==> config.mk <==
export PLATFORM = sky130hd
export DESIGN_NAME = fetch_stage_flat
export DESIGN_NICKNAME = d
export VERILOG_FILES = /design/src/rtl/cpu_pkg.sv /design/src/rtl/fetch_stage_if.sv /design/src/rtl/addsub.sv /design/src/rtl/fetch_stage_if_id_reg.sv /design/src/rtl/fetch_stage.sv /design/src/flat_wrapper.sv
export SDC_FILE = /design/constraint.sdc
export NUM_CORES = 1
export LEC_CHECK = 0
export ABC_AREA = 1
export CAP_MARGIN = 20
export CELL_PAD_IN_SITES_DETAIL_PLACEMENT = 0
export CELL_PAD_IN_SITES_GLOBAL_PLACEMENT = 1
export CORE_ASPECT_RATIO = 1.25
export CORE_MARGIN = 2
export CORE_UTILIZATION = 31
export DETAILED_ROUTE_END_ITERATION = 6
export PLACE_DENSITY = 0.79
export SLEW_MARGIN = 20
export SYNTH_ARGS = -nofsm -noshare
export SYNTH_HDL_FRONTEND = slang
export SYNTH_SLANG_ARGS = --single-unit
==> constraint.sdc <==
create_clock -name clk -period 1.6 [get_ports clk]
set_clock_uncertainty 0.05 [all_clocks]
set_input_delay 0.32 -clock clk [delete_from_list [all_inputs] [get_ports clk]]
set_output_delay 0.32 -clock clk [all_outputs]
set_load 0.05 [all_outputs]
==> src/rtl/cpu_pkg.sv <==
// Shared types and constants for the WISC pipeline front end.
// Pure declarations: no latency, no backpressure.
package cpu_pkg;

    localparam int PC_WIDTH = 16;

    typedef logic [15:0]         instr_t;
    typedef logic [PC_WIDTH-1:0] pc_t;

    localparam pc_t        RESET_PC   = 16'h0000;
    localparam instr_t     NOP_INSTR  = 16'h0000;
    localparam logic [3:0] HLT_OPCODE = 4'hF;

    typedef enum logic [1:0] {
        ST_RUN    = 2'd0,
        ST_SQUASH = 2'd1,
        ST_HALT   = 2'd2
    } fetch_state_t;

    function automatic logic is_opcode(input instr_t instr, input logic [3:0] opcode);
        return instr[15:12] == opcode;
    endfunction

endpackage

==> src/rtl/fetch_stage_if.sv <==
// Instruction-memory request/response bus between fetch and imem.
// imem_req/imem_addr held by the master until the slave answers with imem_rdy.
interface fetch_stage_if;
    import cpu_pkg::*;

    logic   imem_req;
    pc_t    imem_addr;
    logic   imem_rdy;
    instr_t imem_data;

    modport master (output imem_req, output imem_addr, input imem_rdy, input imem_data);
    modport slave  (input imem_req, input imem_addr, output imem_rdy, output imem_data);

endinterface

==> src/rtl/addsub.sv <==
// 16-bit adder/subtractor with signed-overflow flag.
// Combinational, no backpressure.
module ADDSUB (
    input  logic [15:0] a,
    input  logic [15:0] b,
    input  logic        sub,
    output logic [15:0] sum,
    output logic        ovfl
);

    logic [15:0] b_eff;

    assign b_eff = sub ? ~b : b;
    assign sum   = a + b_eff + {15'd0, sub};
    assign ovfl  = (a[15] == b_eff[15]) && (sum[15] != a[15]);

endmodule

==> src/rtl/fetch_stage_if_id_reg.sv <==
// IF/ID pipeline register: load wins over flush, otherwise holds.
// 1-cycle register, no backpressure of its own (hold is the caller's choice).
module if_id_reg #(
    parameter cpu_pkg::instr_t NOP_VAL = 16'h0000
) (
    input  logic            clk,
    input  logic            rst,
    input  logic            load,
    input  logic            flush,
    input  cpu_pkg::instr_t instr_in,
    input  cpu_pkg::pc_t    pc_in,
    output cpu_pkg::instr_t instr,
    output cpu_pkg::pc_t    pc,
    output logic            valid
);
    import cpu_pkg::*;

    instr_t instr_q, instr_d;
    pc_t    pc_q, pc_d;
    logic   valid_q, valid_d;

    // A flush keeps the address so PC_control still sees the last fetched PC.
    always_comb begin
        instr_d = instr_q;
        pc_d    = pc_q;
        valid_d = valid_q;
        if (load) begin
            instr_d = instr_in;
            pc_d    = pc_in;
            valid_d = 1'b1;
        end else if (flush) begin
            instr_d = NOP_VAL;
            valid_d = 1'b0;
        end
    end

    always_ff @(posedge clk) begin
        if (rst) begin
            instr_q <= NOP_VAL;
            pc_q    <= 16'h0000;
            valid_q <= 1'b0;
        end else begin
            instr_q <= instr_d;
            pc_q    <= pc_d;
            valid_q <= valid_d;
        end
    end

    assign instr = instr_q;
    assign pc    = pc_q;
    assign valid = valid_q;

endmodule

==> src/rtl/fetch_stage.sv <==
// WISC instruction fetch: owns PC, issues imem requests, fills IF/ID; 1 cycle imem_rdy -> IF/ID.
// Request held until imem_rdy; stall holds PC and IF/ID, redirect squashes an in-flight access.
module fetch_stage #(
    parameter cpu_pkg::pc_t    RESET_PC   = 16'h0000,
    parameter cpu_pkg::instr_t NOP_INSTR  = 16'h0000,
    parameter logic [3:0]      HLT_OPCODE = 4'hF
) (
    input  logic               clk,
    input  logic               rst,
    input  logic               stall,
    input  logic               redirect,
    input  cpu_pkg::pc_t       redirect_pc,
    fetch_stage_if.master      imem,
    output cpu_pkg::instr_t    if_id_instr,
    output cpu_pkg::pc_t       if_id_pc,
    output logic               if_id_valid,
    output logic               halted
);
    import cpu_pkg::*;

    fetch_state_t state_q, state_d;
    pc_t          pc_q, pc_d;
    pc_t          pend_pc_q, pend_pc_d;
    logic         halted_q, halted_d;
    pc_t          pc_plus2;
    logic         unused_ovfl;
    logic         ifid_load, ifid_flush;

    ADDSUB u_pc_inc (
        .a    (pc_q),
        .b    (16'd2),
        .sub  (1'b0),
        .sum  (pc_plus2),
        .ovfl (unused_ovfl)
    );

    assign imem.imem_req  = (state_q != ST_HALT);
    assign imem.imem_addr = pc_q;

    always_comb begin
        state_d    = state_q;
        pc_d       = pc_q;
        pend_pc_d  = pend_pc_q;
        halted_d   = halted_q;
        ifid_load  = 1'b0;
        ifid_flush = 1'b0;
        case (state_q)
            ST_RUN: begin
                if (redirect) begin
                    ifid_flush = 1'b1;
                    if (imem.imem_rdy) begin
                        pc_d = redirect_pc;
                    end else begin
                        // Address must stay stable until the memory answers.
                        pend_pc_d = redirect_pc;
                        state_d   = ST_SQUASH;
                    end
                end else if (stall) begin
                    ifid_flush = 1'b0;
                end else if (imem.imem_rdy) begin
                    ifid_load = 1'b1;
                    if (is_opcode(imem.imem_data, HLT_OPCODE)) begin
                        state_d  = ST_HALT;
                        halted_d = 1'b1;
                    end else begin
                        pc_d = pc_plus2;
                    end
                end else begin
                    ifid_flush = 1'b1;
                end
            end
            ST_SQUASH: begin
                ifid_flush = 1'b1;
                if (imem.imem_rdy) begin
                    pc_d    = redirect ? redirect_pc : pend_pc_q;
                    state_d = ST_RUN;
                end else if (redirect) begin
                    pend_pc_d = redirect_pc;
                end
            end
            ST_HALT: begin
                if (redirect) begin
                    ifid_flush = 1'b1;
                    pc_d       = redirect_pc;
                    halted_d   = 1'b0;
                    state_d    = ST_RUN;
                end else if (!stall) begin
                    ifid_flush = 1'b1;
                end
            end
            default: begin
                state_d    = ST_RUN;
                ifid_flush = 1'b1;
            end
        endcase
    end

    always_ff @(posedge clk) begin
        if (rst) begin
            state_q   <= ST_RUN;
            pc_q      <= RESET_PC;
            pend_pc_q <= 16'h0000;
            halted_q  <= 1'b0;
        end else begin
            state_q   <= state_d;
            pc_q      <= pc_d;
            pend_pc_q <= pend_pc_d;
            halted_q  <= halted_d;
        end
    end

    if_id_reg #(
        .NOP_VAL (NOP_INSTR)
    ) u_if_id (
        .clk      (clk),
        .rst      (rst),
        .load     (ifid_load),
        .flush    (ifid_flush),
        .instr_in (imem.imem_data),
        .pc_in    (pc_q),
        .instr    (if_id_instr),
        .pc       (if_id_pc),
        .valid    (if_id_valid)
    );

    assign halted = halted_q;

endmodule

==> src/flat_wrapper.sv <==
// flat-port wrapper written by rule: the top's interface ports become plain ports
module fetch_stage_flat import cpu_pkg::*;
#(
    parameter cpu_pkg::pc_t    RESET_PC   = 16'h0000,
    parameter cpu_pkg::instr_t NOP_INSTR  = 16'h0000,
    parameter logic [3:0]      HLT_OPCODE = 4'hF
)
  (clk, rst, stall, redirect, redirect_pc, if_id_instr, if_id_pc, if_id_valid, halted, imem_imem_req, imem_imem_addr, imem_imem_rdy, imem_imem_data);
  fetch_stage_if imem_i ();
  input  logic clk;
  input  logic rst;
  input  logic stall;
  input  logic redirect;
  input  cpu_pkg::pc_t redirect_pc;
  output cpu_pkg::instr_t if_id_instr;
  output cpu_pkg::pc_t if_id_pc;
  output logic if_id_valid;
  output logic halted;
  output wire logic [$bits(imem_i.imem_req)-1:0] imem_imem_req;
  output wire logic [$bits(imem_i.imem_addr)-1:0] imem_imem_addr;
  input wire logic [$bits(imem_i.imem_rdy)-1:0] imem_imem_rdy;
  input wire logic [$bits(imem_i.imem_data)-1:0] imem_imem_data;
  assign imem_imem_req = imem_i.imem_req;
  assign imem_imem_addr = imem_i.imem_addr;
  assign imem_i.imem_rdy = imem_imem_rdy;
  assign imem_i.imem_data = imem_imem_data;
  fetch_stage #(.RESET_PC(RESET_PC), .NOP_INSTR(NOP_INSTR), .HLT_OPCODE(HLT_OPCODE)) u_core (.clk(clk), .rst(rst), .stall(stall), .redirect(redirect), .redirect_pc(redirect_pc), .imem(imem_i), .if_id_instr(if_id_instr), .if_id_pc(if_id_pc), .if_id_valid(if_id_valid), .halted(halted));
endmodule
-- Yosys cells after proc, flatten, opt, wreduce, memory -nomap -nowiden
Index checks and enable logic that the tools add are counted.
- bits in registers: 68
- input port bits: 37
- output and inout bits: 51
- word-level logic and storage cells: 76
- add/subtract/negate cells: 1
- equal/unequal tests: 18
- muxes and demuxes: 41
- reductions and logical operators: 9
- operators by type and width (cell ; number):
    $mux W16 ; 13
    $pmux W16 S3 ; 1
    $pmux W16 S2 ; 1
    $ne A2 B2 Y1 const B ; 9
    $reduce_and A6 Y1 ; 3
    $add A16 B2 Y16 const B ; 1
    $mux W1 ; 16
    $mux W2 ; 7
    $ne A3 B3 Y1 const B ; 4
    $pmux W2 S3 ; 1
    $reduce_bool A2 Y1 ; 3
    $eq A4 B4 Y1 const B ; 1
    $pmux W1 S2 ; 2
    $reduce_and A4 Y1 ; 1
    $ne A3 B2 Y1 const B ; 1
    $reduce_bool A3 Y1 ; 1
    $eq A2 B1 Y1 const B ; 1
    $eq A2 B2 Y1 const B ; 1
    $logic_not A2 Y1 ; 1
    $ne A2 B1 Y1 const B ; 1

-- Depth between registers and ports, before layout
- word-level depth: 6
- gate-level depth with buffers: 11
- depth with buffers taken out: 10

-- Hierarchy
From an unflattened synthesis, not the netlist that was laid out.
- cell total of the unflattened synthesis: 700
- area, all modules: 4406.7 um^2
- modules (own cells, without submodules) (module ; times used ; cells an instance ; area an instance (um^2)):
    fetch_stage ; 1 ; 370 ; 2188.3
    if_id_reg ; 1 ; 143 ; 1167.4
    ADDSUB ; 1 ; 187 ; 1051.0

-- Least setup slack after synthesis
Ideal clock, no wire load.
- path kind: register -> register
- from: register u_core.pc_q[1], in the netlist u_core.imem.imem_addr[1]
- to: register u_core.pc_q[15], in the netlist u_core.imem.imem_addr[15]
- library setup time: 0.132 ns
- arrival time: 1.673 ns
- required time: 1.418 ns
- path slack: -0.255 ns
- cell stages (with the launch flop): 11
- period minus slack after synthesis: 1.855 ns
- cells stage by stage: dfxtp_1 -> ha_1 -> nand3_1 -> nor2_1 -> nand3_1 -> nand2_1 -> nand2_1 -> nand2_1 -> nand2_1 -> nand2_1 -> a21oi_1
- cells in the longest elaborated chain, start to end: 6
- ends and longest elaborated chain (what ; line ; text):
    from (decl) ; fetch_stage.sv:22 ; pc_t pc_q, pc_d;
    from (signal assigned) ; fetch_stage.sv:106 ; pc_q <= pc_d;
    $add A16 B2 Y16 ; addsub.sv:14 ; assign sum = a + b_eff + {15'd0, sub};
    $mux W16 ; fetch_stage.sv:62 ; if (is_opcode(imem.imem_data, HLT_OPCODE)) begin
    $mux W16 ; fetch_stage.sv:60 ; end else if (imem.imem_rdy) begin
    $mux W16 ; fetch_stage.sv:58 ; end else if (stall) begin
    $mux W16 ; fetch_stage.sv:49 ; if (redirect) begin
    $pmux W16 S3 ; fetch_stage.sv:47 ; case (state_q)
No other way between the ends. The select of a mux whose other input is x is not followed.
A chain may end at the register's enable or synchronous reset.

-- Worst setup path after layout
- from: register u_core.state_q[0]
- to: output port imem_imem_req
- cells in the longest elaborated chain, start to end: 1
- ends and longest elaborated chain (what ; line ; text):
    from (decl) ; fetch_stage.sv:21 ; fetch_state_t state_q, state_d;
    from (signal assigned) ; fetch_stage.sv:105 ; state_q <= state_d;
    $ne A2 B2 Y1 ; fetch_stage.sv:37 ; assign imem.imem_req = (state_q != ST_HALT);
    to (decl) ; flat_wrapper.sv:19 ; output wire logic [$bits(imem_i.imem_req)-1:0] imem_imem_req;
No other way between the ends.

==> summary.txt <==
Drt
  – Routed WL per cell: approximately 15 µm
  – # DRC: 0
  – DR vias/cell: a little over 5
  – Initial DRC count: roughly 210
  – Final ANT Viol Nets: 0
  – Router iterations before antenna repair: 6
  – Final WL: between 10,000 and 15,000 µm
  – Via count: ~4,200

Synthesis
  – Mapped Area: 0.003565 mm²
  – Sequential fraction of the synthesis area: 38.19%
  – Ranking of synthesized cells by area: dfxtp_1 (38%), nand2_1 (19%), a21oi_1 (11%), o21ai_0 (6.3%), nand3_1 (4.2%)
  – Synth Area in Simple Gates: between 20 and 30%
  – Largest family of logic cells by synthesized area: simple AND/OR/NAND/NOR gates
  – Adder-cell area share of the yosys netlist: 1.755%
  – Synth Area in Compound Gates: a little under a quarter
  – Xor/xnor share of the synthesized area: 0.2457%
  – Post-synth net total: 585
  – Syn Area/Cell: 6.565 µm²
  – YS warnings: 0
  – Synth area leader: dfxtp_1
  – Post-synthesis mux area share: 0%
  – Post-synthesis cell type count: 31
  – Flops & latches, synth: 68
  – Mapped Cells: 543
  – Synth top area share: between 30% and 40%

Placed design
  – Dpl hpwl: just over 9000 µm
  – I/O Buffers: between 80 and 90
  – Final GP Congestion: 0.8588
  – Setup WS pre-CTS: -418.0 ps

Clocking
  – CTS Buf Count: 9
  – Clk_lat worst skew: roughly 320 ps
  – Worst-path clk slew: 60 ps
  – Clock Tree Buf Depth: 2
  – Root Buffer: clkbuf_16
  – CTS tree: yes
  – CTS sink count: approximately 70
  – H-tree depth: 3

Power
  – Total Power: 8.178 mW
  – P_sw: around 3.2 mW
  – Reg power frac: roughly 28%
  – Comb pwr share: slightly below 50%
  – Lkg Pwr: between 2 and 3 nW
  – P_int: approximately 5 mW
  – Pwr per Cell Area: 1288 mW/mm²
  – Clk network pwr share: about 24%
  – Sw frac: between 30% and 40%
  – Max IR drop VDD: about 0.00073 V

Timing
  – Minimum clock period: 1653 ps
  – Setup WS post-layout: -52.75 ps
  – RSZ-0062 raised after global routing: true
  – Worst-margin pin slew: between 300 and 400 ps
  – Final hold vios: 0
  – Fmax: 605.1 MHz
  – Count of final setup violators: 22
  – Final Slew Violations: 0
  – Max-slew headroom: just under 80%
  – Tcrit/Tclk final: 103.3%

Flow run
  – Max_cap viols: 0

Finish
  – ANT cells: 0
  – Area Overhead vs Synth: 78.10%
  – Commonest non-fill, non-tap cell in the layout: nand2_1
  – Share of post-route cells with drive strength above 1: between 30% and 40%
  – Filler cell count: 1,016
  – Fin nets: ~740
  – Most frequent cells in the layout: nand2_1 (178), buf_4 (66), a21oi_1 (63)

Worst setup path
  – Worst EP arrival: about 1300 ps
  – WS Path Type: reg2out
  – CP startpoint kind: flop
  – Largest stage delay, worst path: 360 ps
  – CP Capture Type: output pin
  – Max Fanout on Critical Path: 16
  – CP cell instances: inv_4 -> ha_4 -> buf_12 -> inv_6 -> buf_8
  – CP Data Required Time: approximately 1200 ps
  – CP max stage cell: dfxtp_2

Die
  – Die W: between 90 and 100 µm
  – Row count: 43
  – Core box area: roughly 0.011 mm²
  – Die height: 123.9 µm
  – Die area: around 0.012 mm²
  – Initial core utilization: between 30 and 40%
  – Io pins: 88

Global routing
  – Initial antenna violation count: 0
  – Vias in the first global route: roughly 4,000
  – First-pass GRT wire length: 19,640 µm
  – GRT Total Usage: roughly a fifth
  – Grt total ovfl: 0
  – Largest net degree at the start of global routing: 34

Min path
  – Hold/Removal Path Class: reg2reg

Outcome
  – Violated checks: setup timing
  – Status: finished with violations
[logic make-up (layout without fill, tap and decap cells)]
family	count (synthesis)	count (layout)
AO/OA/AOI/OAI	150	150
XOR/XNOR	1	1
adder cells (fa/ha/maj)	5	5
buffers and inverters	62	221
flip-flops	68	68
AND/OR/NAND/NOR	257	257
[synth_stat cells]
cell type	count
nand2_4	1
a21oi_1	78
nor3_4	1
inv_2	2
o211ai_1	2
a21oi_2	8
buf_4	1
nand3_2	1
dfxtp_1	68
nand3b_1	1
buf_6	2
o21ai_0	45
inv_4	1
nand2_1	184
inv_1	26
a21oi_4	1
nand3_1	30
nor3_1	1
clkbuf_1	15
nand4_1	3
o21ai_1	3
nor2_2	1
nor2_1	32
ha_1	5
xnor2_1	1
a31oi_1	11
a211oi_1	2
clkinv_1	4
buf_2	10
clkbuf_2	1
nand2_2	2
[flip-flops by register name, indices dropped and copies added, names as in the netlist]
signal,count
u_core.u_if_id.instr,16
u_core.imem.imem_addr,16
u_core.halted,1
u_core.state_q,2
u_core.pend_pc_q,16
u_core.u_if_id.pc,16
u_core.u_if_id.valid,1
[through the flow]
stage	instance area, µm²	utilization [%]	hold slack [ps]	TNS, ps	cells
2_1_floorplan	3590	-	418.0	0	543
3_3_place_gp	5629	50.54	433.1	-18800	812
3_5_place_dp	5629	50.54	433.7	-21310	812
4_1_cts	6081	54.60	437.2	-530.1	834
5_1_grt	6349	57.00	462.8	-5538	837
6_report	6349	57.00	437.1	-324.0	837
[power by group through the flow]
stage	combinational, mW	sequential (mW)	clock [mW]
detailed placement	3.42	2.25	0
finish	3.93	2.25	2.00
global placement	3.38	2.24	0
global route	4.22	2.28	2.11
CTS	3.60	2.23	2.04
floorplan	1.30	2.73	0
[path summary, 6_finish.rpt]
check	from	cells after the start	endpoint	slack, ps
setup / recovery	u_core.state_q[0]$_SDFFE_PP0P_	5	imem_imem_req	-50
hold / removal	u_core.imem.imem_addr[6]$_SDFFE_PP0P_	2	u_core.u_if_id.pc[6]$_SDFFE_PP0P_	440
setup reg to reg	u_core.state_q[1]$_SDFFE_PP0P_	9	u_core.pend_pc_q[14]$_SDFFE_PP0P_	-30
hold reg to reg	u_core.imem.imem_addr[6]$_SDFFE_PP0P_	2	u_core.u_if_id.pc[6]$_SDFFE_PP0P_	440
[layout make-up]
type                            instances  area [µm²]  share of cell area [%]
Multi-Input combinational cell        413        2177                   34.29
Timing Repair inverter                  1       11.26                  0.1774
Clock inverter                          7       75.07                   1.182
Inverter                               33       157.7                   2.483
Clock buffer                            9       225.2                   3.547
Timing Repair Buffer                  171        2151                   33.88
Sequential cell                        68        1383                   21.78
Tap cell                              135       168.9                   2.661
[metal layers]
metal / share of wire [%] / global-route usage (%)
met1: 40 / 24.16
met2: 52 / 35.52
met4: 2.8 / 8.219
met3: 5.5 / 4.040
met5: 0 / 0
[critical path, delay by kind of cell (launching register included)]
kind,cells,cell delay [ps]
DFF,1,360
adders and majority gates,1,180
buffers and inverters,4,420
[repair_timing]
| action | 4_1_cts | 5_1_grt |
|---|---|---|
| cloned | 2 | 1 |
| pin swaps | 1 | 12 |
| resized for setup | 38 | 65 |
| hold endpoints to repair | 0 | 0 |
| buffers inserted | 4 | 2 |
| hold buffers | 0 | 0 |
| setup endpoints to repair | 65 | 69 |
Power figures use the tool's default switching activity.
